### config.mk
export PLATFORM = sky130hd
export DESIGN_NAME = uc_pilha_param_flat
export DESIGN_NICKNAME = d
export VERILOG_FILES = /design/src/rtl/uc_pilha_param_if.sv /design/src/rtl/uc_pilha_param.sv /design/src/flat_wrapper.sv
export SDC_FILE = /design/constraint.sdc
export NUM_CORES = 1
export LEC_CHECK = 0
export ABC_CLOCK_PERIOD_IN_PS = 6100
export CAP_MARGIN = 0
export CORE_ASPECT_RATIO = 2
export CORE_UTILIZATION = 54
export CTS_CLUSTER_DIAMETER = 200
export DETAILED_ROUTE_END_ITERATION = 8
export PLACE_DENSITY = 0.81
export SLEW_MARGIN = 5
export SYNTH_ARGS = -nofsm -noshare
export SYNTH_HDL_FRONTEND = slang
export SYNTH_SLANG_ARGS = --single-unit
### constraint.sdc
create_clock -name clock -period 6.1 [get_ports clock]
set_input_delay 1.22 -clock clock [delete_from_list [all_inputs] [get_ports clock]]
set_output_delay 1.22 -clock clock [all_outputs]
set_load 0.01 [all_outputs]
### src/rtl/uc_pilha_param_if.sv
// uc_pilha_param_if
// Bundles the control unit's buses toward ROM, RAM, stack, temp registers
// and ULA.
//   master : the control unit (uc_pilha_param)
//   slave  : the datapath side (ROM, RAM, stack, temp1/temp2, ULA)
// Signals:
//   inst           ROM word {opcode, addr}, valid 1 cycle after a_rom
//   data_mem       RAM read data, sampled at the end of LE_RAM
//   controle_ula   ULA compare result (1 = equal)
//   a_rom          program counter
//   a_ram          RAM address
//   ram_wren       RAM write strobe (datapath writes temp1)
//   push / pop     stack strobes
//   controle_pilha stack input mux (0 = data_pilha, 1 = ULA result)
//   data_pilha     stack write data when controle_pilha = 0
//   load_temp1/2   temp register loads from stack top
//   opcode         decoded opcode to ULA
//   halt / erro    core stopped / sticky trap flag
interface uc_pilha_param_if #(
    parameter int DATAW = 16,
    parameter int ADDRW = 5,
    parameter int OPW   = 5
);
    logic [OPW+ADDRW-1:0] inst;
    logic [DATAW-1:0]     data_mem;
    logic                 controle_ula;
    logic [ADDRW-1:0]     a_rom;
    logic [ADDRW-1:0]     a_ram;
    logic                 ram_wren;
    logic                 push;
    logic                 pop;
    logic                 controle_pilha;
    logic [DATAW-1:0]     data_pilha;
    logic                 load_temp1;
    logic                 load_temp2;
    logic [OPW-1:0]       opcode;
    logic                 halt;
    logic                 erro;

    modport master (
        input  inst, data_mem, controle_ula,
        output a_rom, a_ram, ram_wren, push, pop, controle_pilha,
               data_pilha, load_temp1, load_temp2, opcode, halt, erro
    );

    modport slave (
        output inst, data_mem, controle_ula,
        input  a_rom, a_ram, ram_wren, push, pop, controle_pilha,
               data_pilha, load_temp1, load_temp2, opcode, halt, erro
    );
endinterface

### src/rtl/uc_pilha_param.sv
// uc_pilha_param
// Parametrised control unit of the stack processor. Fetches from a
// synchronous ROM, sequences stack/RAM/temp/ULA strobes through an FSM,
// tracks the stack pointer and traps on overflow, underflow and illegal
// opcodes. HALT parks the core until reset.
// Ports:
//   clock  system clock, rising edge
//   reset  synchronous, active-low
//   bus    uc_pilha_param_if.master (ROM, RAM, stack, temp, ULA signals)
// All bus outputs are registers; no input reaches an output combinationally.
module uc_pilha_param #(
    parameter int DATAW = 16,
    parameter int ADDRW = 5,
    parameter int OPW   = 5,
    parameter int DEPTH = 16
) (
    input  logic             clock,
    input  logic             reset,
    uc_pilha_param_if.master bus
);

    localparam int IW  = OPW + ADDRW;
    localparam int SPW = $clog2(DEPTH + 1);

    localparam logic [3:0] BUSCA   = 4'd0;
    localparam logic [3:0] DECODE  = 4'd1;
    localparam logic [3:0] LE_RAM  = 4'd2;
    localparam logic [3:0] EMPILHA = 4'd3;
    localparam logic [3:0] DESEMP1 = 4'd4;
    localparam logic [3:0] DESEMP2 = 4'd5;
    localparam logic [3:0] ESCREVE = 4'd6;
    localparam logic [3:0] ULA     = 4'd7;
    localparam logic [3:0] DECIDE  = 4'd8;
    localparam logic [3:0] PARADO  = 4'd9;
    localparam logic [3:0] ERRO    = 4'd10;

    localparam logic [4:0] OP_NOP    = 5'd0;
    localparam logic [4:0] OP_PUSH_M = 5'd1;
    localparam logic [4:0] OP_PUSH_I = 5'd2;
    localparam logic [4:0] OP_POP_M  = 5'd3;
    localparam logic [4:0] OP_GOTO   = 5'd13;
    localparam logic [4:0] OP_IF_EQ  = 5'd14;
    localparam logic [4:0] OP_HALT   = 5'd15;

    logic [3:0]       state_q, state_d;
    logic [ADDRW-1:0] pc_q, pc_d;
    logic [SPW-1:0]   sp_q, sp_d;
    logic [IW-1:0]    ir_q, ir_d;
    logic [ADDRW-1:0] a_ram_q, a_ram_d;
    logic [OPW-1:0]   opcode_q, opcode_d;
    logic [DATAW-1:0] data_pilha_q, data_pilha_d;
    logic             push_q, push_d;
    logic             pop_q, pop_d;
    logic             ctrl_pilha_q, ctrl_pilha_d;
    logic             ram_wren_q, ram_wren_d;
    logic             lt1_q, lt1_d;
    logic             lt2_q, lt2_d;
    logic             halt_q, halt_d;
    logic             erro_q, erro_d;

    // Fields of the ROM word being decoded (valid during DECODE) and of IR.
    logic [OPW-1:0]   dec_op;
    logic [4:0]       dec_lo;
    logic [ADDRW-1:0] dec_addr;
    logic             dec_hi;
    logic [4:0]       ir_lo;
    logic [ADDRW-1:0] ir_addr;

    logic dec_is_push, dec_is_alu, trap;

    assign dec_op   = bus.inst[IW-1:ADDRW];
    assign dec_lo   = dec_op[4:0];
    assign dec_addr = bus.inst[ADDRW-1:0];
    assign ir_lo    = ir_q[ADDRW+4:ADDRW];
    assign ir_addr  = ir_q[ADDRW-1:0];

    // Any opcode bit above bit 4 makes the instruction illegal.
    always_comb begin
        dec_hi = 1'b0;
        for (int unsigned i = 5; i < OPW; i++) begin
            dec_hi = dec_hi | dec_op[i];
        end
    end

    assign dec_is_push = (dec_lo == OP_PUSH_M) || (dec_lo == OP_PUSH_I);
    assign dec_is_alu  = (dec_lo >= 5'd4) && (dec_lo <= 5'd12);

    // Trap decision is taken in DECODE so no strobe of the trapping
    // instruction is ever issued. A ULA op at sp == DEPTH is legal since it
    // pops twice before pushing.
    assign trap = dec_hi || (dec_lo >= 5'd16)
               || (dec_is_push && (sp_q == SPW'(DEPTH)))
               || ((dec_lo == OP_POP_M) && (sp_q == '0))
               || ((dec_is_alu || (dec_lo == OP_IF_EQ)) && (sp_q < SPW'(2)));

    always_comb begin
        state_d      = state_q;
        pc_d         = pc_q;
        sp_d         = sp_q;
        ir_d         = ir_q;
        a_ram_d      = a_ram_q;
        opcode_d     = opcode_q;
        data_pilha_d = data_pilha_q;
        push_d       = 1'b0;
        pop_d        = 1'b0;
        ctrl_pilha_d = 1'b0;
        ram_wren_d   = 1'b0;
        lt1_d        = 1'b0;
        lt2_d        = 1'b0;
        halt_d       = halt_q;
        erro_d       = erro_q;

        // Strobes are registered, so each is raised on the transition into
        // the state in which it must be seen.
        case (state_q)
            BUSCA: state_d = DECODE;
            DECODE: begin
                ir_d     = bus.inst;
                opcode_d = dec_op;
                if (trap) begin
                    state_d = ERRO;
                    erro_d  = 1'b1;
                    halt_d  = 1'b1;
                end else begin
                    case (dec_lo)
                        OP_NOP: begin
                            pc_d    = pc_q + ADDRW'(1);
                            state_d = BUSCA;
                        end
                        OP_PUSH_M: begin
                            a_ram_d = dec_addr;
                            state_d = LE_RAM;
                        end
                        OP_PUSH_I: begin
                            data_pilha_d = DATAW'(dec_addr);
                            push_d       = 1'b1;
                            state_d      = EMPILHA;
                        end
                        OP_GOTO: begin
                            pc_d    = dec_addr;
                            state_d = BUSCA;
                        end
                        OP_HALT: begin
                            halt_d  = 1'b1;
                            state_d = PARADO;
                        end
                        // POP_M, ULA ops and IF_EQ all start with a pop into temp1.
                        default: begin
                            pop_d   = 1'b1;
                            lt1_d   = 1'b1;
                            state_d = DESEMP1;
                        end
                    endcase
                end
            end
            LE_RAM: begin
                data_pilha_d = bus.data_mem;
                push_d       = 1'b1;
                state_d      = EMPILHA;
            end
            EMPILHA: begin
                pc_d    = pc_q + ADDRW'(1);
                state_d = BUSCA;
            end
            DESEMP1: begin
                if (ir_lo == OP_POP_M) begin
                    ram_wren_d = 1'b1;
                    a_ram_d    = ir_addr;
                    state_d    = ESCREVE;
                end else begin
                    pop_d   = 1'b1;
                    lt2_d   = 1'b1;
                    state_d = DESEMP2;
                end
            end
            DESEMP2: state_d = ULA;
            ULA: begin
                if (ir_lo == OP_IF_EQ) begin
                    state_d = DECIDE;
                end else begin
                    push_d       = 1'b1;
                    ctrl_pilha_d = 1'b1;
                    state_d      = EMPILHA;
                end
            end
            DECIDE: begin
                pc_d    = bus.controle_ula ? ir_addr : pc_q + ADDRW'(1);
                state_d = BUSCA;
            end
            ESCREVE: begin
                pc_d    = pc_q + ADDRW'(1);
                state_d = BUSCA;
            end
            PARADO:  state_d = PARADO;
            ERRO:    state_d = ERRO;
            default: state_d = BUSCA;
        endcase

        if (push_d) begin
            sp_d = sp_q + SPW'(1);
        end else if (pop_d) begin
            sp_d = sp_q - SPW'(1);
        end
    end

    always_ff @(posedge clock) begin
        if (!reset) begin
            state_q      <= BUSCA;
            pc_q         <= '0;
            sp_q         <= '0;
            ir_q         <= '0;
            a_ram_q      <= '0;
            opcode_q     <= '0;
            data_pilha_q <= '0;
            push_q       <= 1'b0;
            pop_q        <= 1'b0;
            ctrl_pilha_q <= 1'b0;
            ram_wren_q   <= 1'b0;
            lt1_q        <= 1'b0;
            lt2_q        <= 1'b0;
            halt_q       <= 1'b0;
            erro_q       <= 1'b0;
        end else begin
            state_q      <= state_d;
            pc_q         <= pc_d;
            sp_q         <= sp_d;
            ir_q         <= ir_d;
            a_ram_q      <= a_ram_d;
            opcode_q     <= opcode_d;
            data_pilha_q <= data_pilha_d;
            push_q       <= push_d;
            pop_q        <= pop_d;
            ctrl_pilha_q <= ctrl_pilha_d;
            ram_wren_q   <= ram_wren_d;
            lt1_q        <= lt1_d;
            lt2_q        <= lt2_d;
            halt_q       <= halt_d;
            erro_q       <= erro_d;
        end
    end

    assign bus.a_rom          = pc_q;
    assign bus.a_ram          = a_ram_q;
    assign bus.ram_wren       = ram_wren_q;
    assign bus.push           = push_q;
    assign bus.pop            = pop_q;
    assign bus.controle_pilha = ctrl_pilha_q;
    assign bus.data_pilha     = data_pilha_q;
    assign bus.load_temp1     = lt1_q;
    assign bus.load_temp2     = lt2_q;
    assign bus.opcode         = opcode_q;
    assign bus.halt           = halt_q;
    assign bus.erro           = erro_q;

endmodule
### src/flat_wrapper.sv
// flat-port wrapper written by rule: the top's interface ports become plain ports
module uc_pilha_param_flat 
#(
    parameter int DATAW = 16,
    parameter int ADDRW = 5,
    parameter int OPW   = 5,
    parameter int DEPTH = 16
)
  (clock, reset, bus_inst, bus_data_mem, bus_controle_ula, bus_a_rom, bus_a_ram, bus_ram_wren, bus_push, bus_pop, bus_controle_pilha, bus_data_pilha, bus_load_temp1, bus_load_temp2, bus_opcode, bus_halt, bus_erro);
  uc_pilha_param_if #(.DATAW(DATAW), .ADDRW(ADDRW), .OPW(OPW)) bus_i ();
  input  logic clock;
  input  logic reset;
  input wire logic [$bits(bus_i.inst)-1:0] bus_inst;
  input wire logic [$bits(bus_i.data_mem)-1:0] bus_data_mem;
  input wire logic [$bits(bus_i.controle_ula)-1:0] bus_controle_ula;
  output wire logic [$bits(bus_i.a_rom)-1:0] bus_a_rom;
  output wire logic [$bits(bus_i.a_ram)-1:0] bus_a_ram;
  output wire logic [$bits(bus_i.ram_wren)-1:0] bus_ram_wren;
  output wire logic [$bits(bus_i.push)-1:0] bus_push;
  output wire logic [$bits(bus_i.pop)-1:0] bus_pop;
  output wire logic [$bits(bus_i.controle_pilha)-1:0] bus_controle_pilha;
  output wire logic [$bits(bus_i.data_pilha)-1:0] bus_data_pilha;
  output wire logic [$bits(bus_i.load_temp1)-1:0] bus_load_temp1;
  output wire logic [$bits(bus_i.load_temp2)-1:0] bus_load_temp2;
  output wire logic [$bits(bus_i.opcode)-1:0] bus_opcode;
  output wire logic [$bits(bus_i.halt)-1:0] bus_halt;
  output wire logic [$bits(bus_i.erro)-1:0] bus_erro;
  assign bus_i.inst = bus_inst;
  assign bus_i.data_mem = bus_data_mem;
  assign bus_i.controle_ula = bus_controle_ula;
  assign bus_a_rom = bus_i.a_rom;
  assign bus_a_ram = bus_i.a_ram;
  assign bus_ram_wren = bus_i.ram_wren;
  assign bus_push = bus_i.push;
  assign bus_pop = bus_i.pop;
  assign bus_controle_pilha = bus_i.controle_pilha;
  assign bus_data_pilha = bus_i.data_pilha;
  assign bus_load_temp1 = bus_i.load_temp1;
  assign bus_load_temp2 = bus_i.load_temp2;
  assign bus_opcode = bus_i.opcode;
  assign bus_halt = bus_i.halt;
  assign bus_erro = bus_i.erro;
  uc_pilha_param #(.DATAW(DATAW), .ADDRW(ADDRW), .OPW(OPW), .DEPTH(DEPTH)) u_core (.clock(clock), .reset(reset), .bus(bus_i));
endmodule
==> results of run 1 <==
cell families (layout without fill, tap and decap cells):
group | count (synthesis) | count (layout)
DFF | 53 | 53
xor gates and xnor gates | 2 | 2
adders and majority gates | 6 | 6
AOI/OAI and AO/OA | 119 | 119
buffers and inverters | 37 | 84
muxes | 9 | 9
and+or+nand+nor | 122 | 122
layout make-up:
cell class	instances	area, sq um	share of cell area, %
Multi-Input combinational cell	258	1717	46.57
Tap cell	58	72.57	1.969
Timing Repair Buffer	70	693.2	18.81
Clock buffer	6	82.58	2.240
Sequential cell	53	1061	28.78
Inverter	6	22.52	0.6110
Clock inverter	2	37.54	1.018
through the flow:
stage               hold WS (ns)  instances  total power, mW  utilization [%]
finish                    0.4616        453            1.442            71.09
global placement          0.4476        445            1.156            68.77
floorplan                 0.4436        348           0.9638                -
global route              0.4944        453            1.528            71.09
CTS                       0.4647        453            1.437            71.09
detailed placement        0.4507        445            1.180            68.77
routing by layer:
layer  track usage [%]  wire (um)  share of wire (%)
met5                 0          0                  0
met4             15.38        255                3.2
met3             4.578        361                4.6
met2             48.00       4130                 53
met1             33.84       3105                 40
sequential cells by signal, summed over array words and instances (netlist names):
register                   flops
u_core.bus.pop                 1
u_core.bus.load_temp1          1
u_core.ir_q                    5
u_core.bus.a_ram               5
u_core.bus.data_pilha         16
u_core.bus.load_temp2          1
u_core.state_q                 4
u_core.bus.erro                1
u_core.sp_q                    5
u_core.bus.opcode              5
u_core.bus.controle_pilha      1
u_core.bus.a_rom               5
u_core.bus.ram_wren            1
u_core.bus.push                1
u_core.bus.halt                1
Yosys cell counts (2+ instances only):
cell type  instances
dfxtp_1           53
nand2_1           47
a21oi_1           33
clkbuf_1          21
nor2_1            19
o211ai_1          17
a22oi_1           12
nand2b_1          12
mux2i_1            9
o21ai_0            9
a221oi_1           7
o21a_1             7
inv_1              6
buf_2              5
buf_4              5
ha_1               5
o22ai_1            5
a21o_1             4
and2_1             4
and3_1             4
nand3_1            4
nor2b_1            4
nor3_1             4
a311oi_1           3
and4b_1            3
a2111oi_2          2
a222oi_1           2
a2bb2oi_1          2
nand4_1            2
nor4_1             2
nor4b_2            2
o211a_1            2
o2bb2ai_1          2
or2_2              2
or4b_1             2
power breakdown:
group          internal, mW  switching [mW]  leakage, nW
combinational         0.306           0.350        0.843
clock                 0.134           0.124       0.0574
sequential            0.427           0.101        0.431
total                 0.867           0.575         1.33
cell usage in the layout (no fill, tap or decap), drive strengths merged, types with 5 or more instances in the layout:
| master | count |
|---|---|
| a21oi | 33 |
| a221oi | 7 |
| a22oi | 13 |
| clkbuf | 6 |
| clkdlybuf4s50 | 67 |
| dfxtp | 53 |
| ha | 5 |
| inv | 6 |
| mux2i | 9 |
| nand2 | 48 |
| nand2b | 12 |
| nor2 | 19 |
| o211ai | 18 |
| o21a | 7 |
| o21ai | 9 |
| o22ai | 5 |
worst max-delay path, delay by kind of cell:
family / cells / cell delay [ns]
compound gates: 2 / 0.43
fa+ha+maj: 1 / 0.31
simple gates: 7 / 1.71
buf+inv: 2 / 0.79
worst min path at each step:
stage	cells past startpoint	end	slack [ns]	start
after detailed placement	2	u_core.bus.a_ram[2]$_SDFFE_PN0P_	0.45	u_core.bus.a_ram[2]$_SDFFE_PN0P_
after global placement	2	u_core.bus.a_ram[0]$_SDFFE_PN0P_	0.45	u_core.bus.a_ram[0]$_SDFFE_PN0P_
after CTS	2	u_core.bus.a_ram[2]$_SDFFE_PN0P_	0.46	u_core.bus.a_ram[2]$_SDFFE_PN0P_
after global routing	2	u_core.bus.a_ram[2]$_SDFFE_PN0P_	0.49	u_core.bus.a_ram[2]$_SDFFE_PN0P_
final	2	u_core.bus.a_ram[2]$_SDFFE_PN0P_	0.46	u_core.bus.a_ram[2]$_SDFFE_PN0P_
after floorplan	2	u_core.ir_q[3]$_SDFFE_PN0P_	0.44	u_core.ir_q[3]$_SDFFE_PN0P_
==> flow_summary.yaml, run 1 <==
critical_path:
  crit_fanout: 12
  reg2reg_to: "u_core.sp_q[4]$_SDFFE_PN0P_"
  crit_chain: "clkdlybuf4s50_1 -> nor4_1 -> and2_1 -> nand2_2 -> nand2_1 -> inv_1 -> ha_1 -> nor2b_1 -> o21ai_0 -> nand2b_1 -> or3_1 -> a211o_1"
  cp-start-kind: "primary input"
  ff2ff_setup_slack_ns: 2.38
  critPathRequiredTime_ns: 6.30
  reg2regPathDepth: 11
  crit_start: "bus_inst[9]"
  worstReg2RegStart: "u_core.state_q[0]$_SDFF_PN0_"
  crit_end: "u_core.sp_q[4]$_SDFFE_PN0P_"
  critical-path-slowest-cell: "clkdlybuf4s50_1"
  criticalPathCategory: "primary input to register"
  crit_arrival_ns: 4.45
  crit_path_end_kind: "register"
  critical_path.max_stage_delay_ns: 0.68
synthesis:
  synth_top_area_share_pct: 36.07
  avgSynthCellArea_sq_um: 8.453
  yosys.area_share.adder_pct: 2.807
  synth_cell_types: 61
  ys_warn_count: 0
  synth-edff-count: 0
  synth_top_family_by_area: "compound AO/OA/AOI/OAI gates"
  syn_inst: 348
  netlist_area_sq_um: 2942
  synthSimpleGateAreaFrac_pct: 22.03
  ys_ff_latch: 53
  ys_seq_area_share_pct: 36.07
  async_flop_share_pct: 0
  synth.area.top_cells: "dfxtp_1, nand2_1, a21oi_1"
  synth-xor-area-share_pct: 0.5955
  synth-compound-area-share_pct: 29.86
  synthesis.nets: 383
  synth-main-ff-cell: "dfxtp_1"
  synth_top_area_cell: "dfxtp_1"
  synth.area.mux_share_pct: 3.063
clock_network:
  root_buffer: "clkbuf_8"
  clk_path_buf_depth: 2
  h-tree-depth: 2
  cts_hold_buf: 0
  numCtsBuffers: 5
  cts_tree: "built"
  clock_sink_count: 53
  cts_resized: 0
  clkTransAtPathRegs_ns: 0.10
  worstSkewPairLatency_ns: 0.31
  post-cts-setup-buffer-count: 0
floorplanning:
  start_util_pct: 56.73
  num_rows: 37
  coreArea_sq_um: 5185
  die_y_um: 106.4
  ioPinCount: 68
  die-area_sq_um: 5764
  chipWidth_um: 54.19
sta:
  slew_violations: 0
  setup_tns_ns: 0
  period_share_pct: 69.66
  period_needed_ns: 4.249
  worst_pin_slew_ns: 1.192
  finalHoldViolCount: 0
  setup_slack_ns: 1.851
  rsz0062_at_grt: "no"
  finalClockSkew_ns: 0.007215
  finalSetupViolCount: 0
  max_slew_margin_pct: 20.26
  max_freq_ghz: 0.2354
detailed_routing:
  drt_pass1_iterations: 4
  wire_per_inst_um: 17.34
  drcViolationCount: 0
  postRouteAntennaNets: 0
  num_vias: 2864
  drtIter0Drc: 153
  postRouteWirelength_mm: 7.853
  vias_per_cell: 6.322
run_status:
  status: "finished clean"
placement:
  place_area_sq_um: 3566
  post-place-ws_ns: 1.584
  gp_congestion: 0.8872
  port_buffers: 67
  dp_hpwl_mm: 5.707
power:
  power_density_nw_per_um2: 391.2
  ir_drop_v: 0.0003854
  power_leakage_nw: 1.331
global_routing:
  grt_pass1_vias: 2743
  grt_max_degree: 35
  overflow: 0
  grt_pass1_wl_mm: 12.64
  grt_antenna_before_repair: 0
  grt_usage_pct: 29.03
cells_and_area:
  design_area_sq_um: 3686
  n_fill_cell: 429
  final_nets: 429
  antennaDiodeCount: 0
  drive_gt1_share_pct: 5.823
  synthToLayoutAreaGrowth_pct: 25.31
job:
  max-cap-violations: 0
worst_hold_path:
  worstHoldPathType: "register to register"
Note: power is estimated with default switching activity, not from simulation.
==> run 2: changes to the inputs <==
ABC_CLOCK_PERIOD_IN_PS = 3600   (was 6100)
CORE_UTILIZATION = 45   (was 54)
PLACE_DENSITY = 0.72   (was 0.81)
clock period = 3.6 ns   (was 6.1 ns; I/O delays follow)
==> flow_summary.yaml, run 2 (synthesis results as in run 1) <==
power:
  power_density_nw_per_um2: 659.9
  ir_drop_v: 0.0003627
  finalPower_mw: 2.547
  power_leakage_nw: 1.416
sta:
  finalSetupViolCount: 0
  rsz0062_at_grt: "no"
  max_freq_ghz: 0.3117
  finalClockSkew_ns: 0.005652
  setup_tns_ns: 0
  worst_pin_slew_ns: 0.6839
  setup_slack_ns: 0.3915
  max_slew_margin_pct: 54.29
  period_needed_ns: 3.209
  slew_violations: 0
  period_share_pct: 89.13
  finalHoldViolCount: 0
clock_network:
  clock_sink_count: 53
  h-tree-depth: 2
  cts_resized: 0
  cts_hold_buf: 0
  clkTransAtPathRegs_ns: 0.07
  post-cts-setup-buffer-count: 0
  worstSkewPairLatency_ns: 0.30
  numCtsBuffers: 5
  cts_tree: "built"
  clk_path_buf_depth: 2
  root_buffer: "clkbuf_16"
global_routing:
  grt_max_degree: 30
  grt_pass1_wl_mm: 13.24
  overflow: 0
  grt_usage_pct: 25.66
  grt_pass1_vias: 2784
  grt_antenna_before_repair: 0
worst_hold_path:
  hp-start: "u_core.bus.a_ram[2]$_SDFFE_PN0P_"
  min_path_cells: 2
  min_to: "u_core.bus.a_ram[2]$_SDFFE_PN0P_"
  worstHoldPathType: "register to register"
detailed_routing:
  drt_pass1_iterations: 5
  vias_per_cell: 5.764
  num_vias: 2859
  postRouteAntennaNets: 0
  drcViolationCount: 0
  wire_per_inst_um: 16.65
  postRouteWirelength_mm: 8.260
  drtIter0Drc: 151
placement:
  dp_hpwl_mm: 6.095
  place_area_sq_um: 3714
  port_buffers: 67
  gp_congestion: 0.8484
  post-place-ws_ns: 0.1030
run_status:
  status: "finished clean"
critical_path:
  crit_chain: "clkdlybuf4s50_1 -> nor4_1 -> and2_1 -> nand2_2 -> nand2_1 -> inv_1 -> ha_1 -> nor2b_1 -> o21ai_0 -> nand2b_1 -> or3_1 -> a211o_1"
  critical-path-slowest-cell: "clkdlybuf4s50_1"
  criticalPathCategory: "primary input to register"
  cp-start-kind: "primary input"
  crit_fanout: 4
  critPathRequiredTime_ns: 3.79
  ff2ff_setup_slack_ns: 0.56
  cp_num_buf_inv: 2
  critical_path.max_stage_delay_ns: 0.45
  crit_path_end_kind: "register"
  worstReg2RegStart: "u_core.bus.opcode[2]$_SDFFE_PN0P_"
  cp_top_family: "simple AND/OR/NAND/NOR gates"
  reg2reg_to: "u_core.sp_q[4]$_SDFFE_PN0P_"
  reg2regPathDepth: 11
  crit_arrival_ns: 3.40
cells_and_area:
  final_cell_mix: "clkdlybuf4s50_1, dfxtp_1, nand2_1"
  n_fill_cell: 583
  final_util_pct: 61.17
  largest_reg_flops: 16
  drive_gt1_share_pct: 9.268
  final_nets: 444
  final_common_cell: "clkdlybuf4s50_1"
  synthToLayoutAreaGrowth_pct: 31.22
  design_area_sq_um: 3860
  antennaDiodeCount: 0
floorplanning:
  coreArea_sq_um: 6310
  die-area_sq_um: 6884
  chipWidth_um: 59.17
  start_util_pct: 46.62
  ioPinCount: 68
  die_y_um: 116.3
  num_rows: 41
job:
  max-cap-violations: 0
-- run 2: changes by cell type in the layout (fill, tap and decap cells not counted) --
cell       change
clkinv_2       +1
bufinv_16      -1
clkbuf_16      +5
clkbuf_8       -6
inv_6          +1
buf_4         +15
-- run 2: cell type report --
type | count | area, sq um | area share (%)
multi-input cells | 258 | 1717 | 44.47
flip-flops and latches | 53 | 1061 | 27.49
repair buffers | 85 | 805.8 | 20.88
clock buffers | 5 | 125.1 | 3.241
well taps | 86 | 107.6 | 2.788
inverters | 6 | 22.52 | 0.5835
clock inverters | 3 | 21.27 | 0.5511
-- run 2: metal layers --
layer | up-vias | share of wire (%) | track usage, %
met1 | 1343 | 39 | 28.25
met4 | 0 | 4.1 | 15.40
met5 | - | 0 | 0
met2 | 85 | 53 | 44.77
li1 | 1407 | - | -
met3 | 24 | 3.6 | 4.319
-- run 2: power breakdown --
part / internal (mW) / leakage (nW) / total (mW) / switching [mW]
clock: 0.259 / 0.0702 / 0.488 / 0.228
combinational: 0.561 / 0.915 / 1.20 / 0.635
sequential: 0.724 / 0.431 / 0.864 / 0.140
total: 1.54 / 1.42 / 2.55 / 1.00
-- run 2: worst max path at each step --
stage | start | to | cells past startpoint
2_1_floorplan | bus_inst[5] | u_core.sp_q[4]$_SDFFE_PN0P_ | 12
3_5_place_dp | bus_inst[5] | u_core.sp_q[4]$_SDFFE_PN0P_ | 12
5_1_grt | bus_inst[5] | u_core.sp_q[4]$_SDFFE_PN0P_ | 12
4_1_cts | bus_inst[5] | u_core.sp_q[4]$_SDFFE_PN0P_ | 12
3_3_place_gp | bus_inst[5] | u_core.sp_q[4]$_SDFFE_PN0P_ | 12
6_report | bus_inst[5] | u_core.sp_q[4]$_SDFFE_PN0P_ | 12
-- run 2: tightest hold or removal path, stage by stage, from the launching register on --
cell and delay, ns:
dfxtp_1 0.31, nand2_1 0.05, mux2i_1 0.06
-- run 2: metrics by stage --
stage | cells | hold WS [ns]
after CTS | 496 | 0.4681
final | 496 | 0.4658
after floorplan | 348 | 0.4436
after global routing | 496 | 0.4904
after detailed placement | 488 | 0.4524
after global placement | 488 | 0.4474
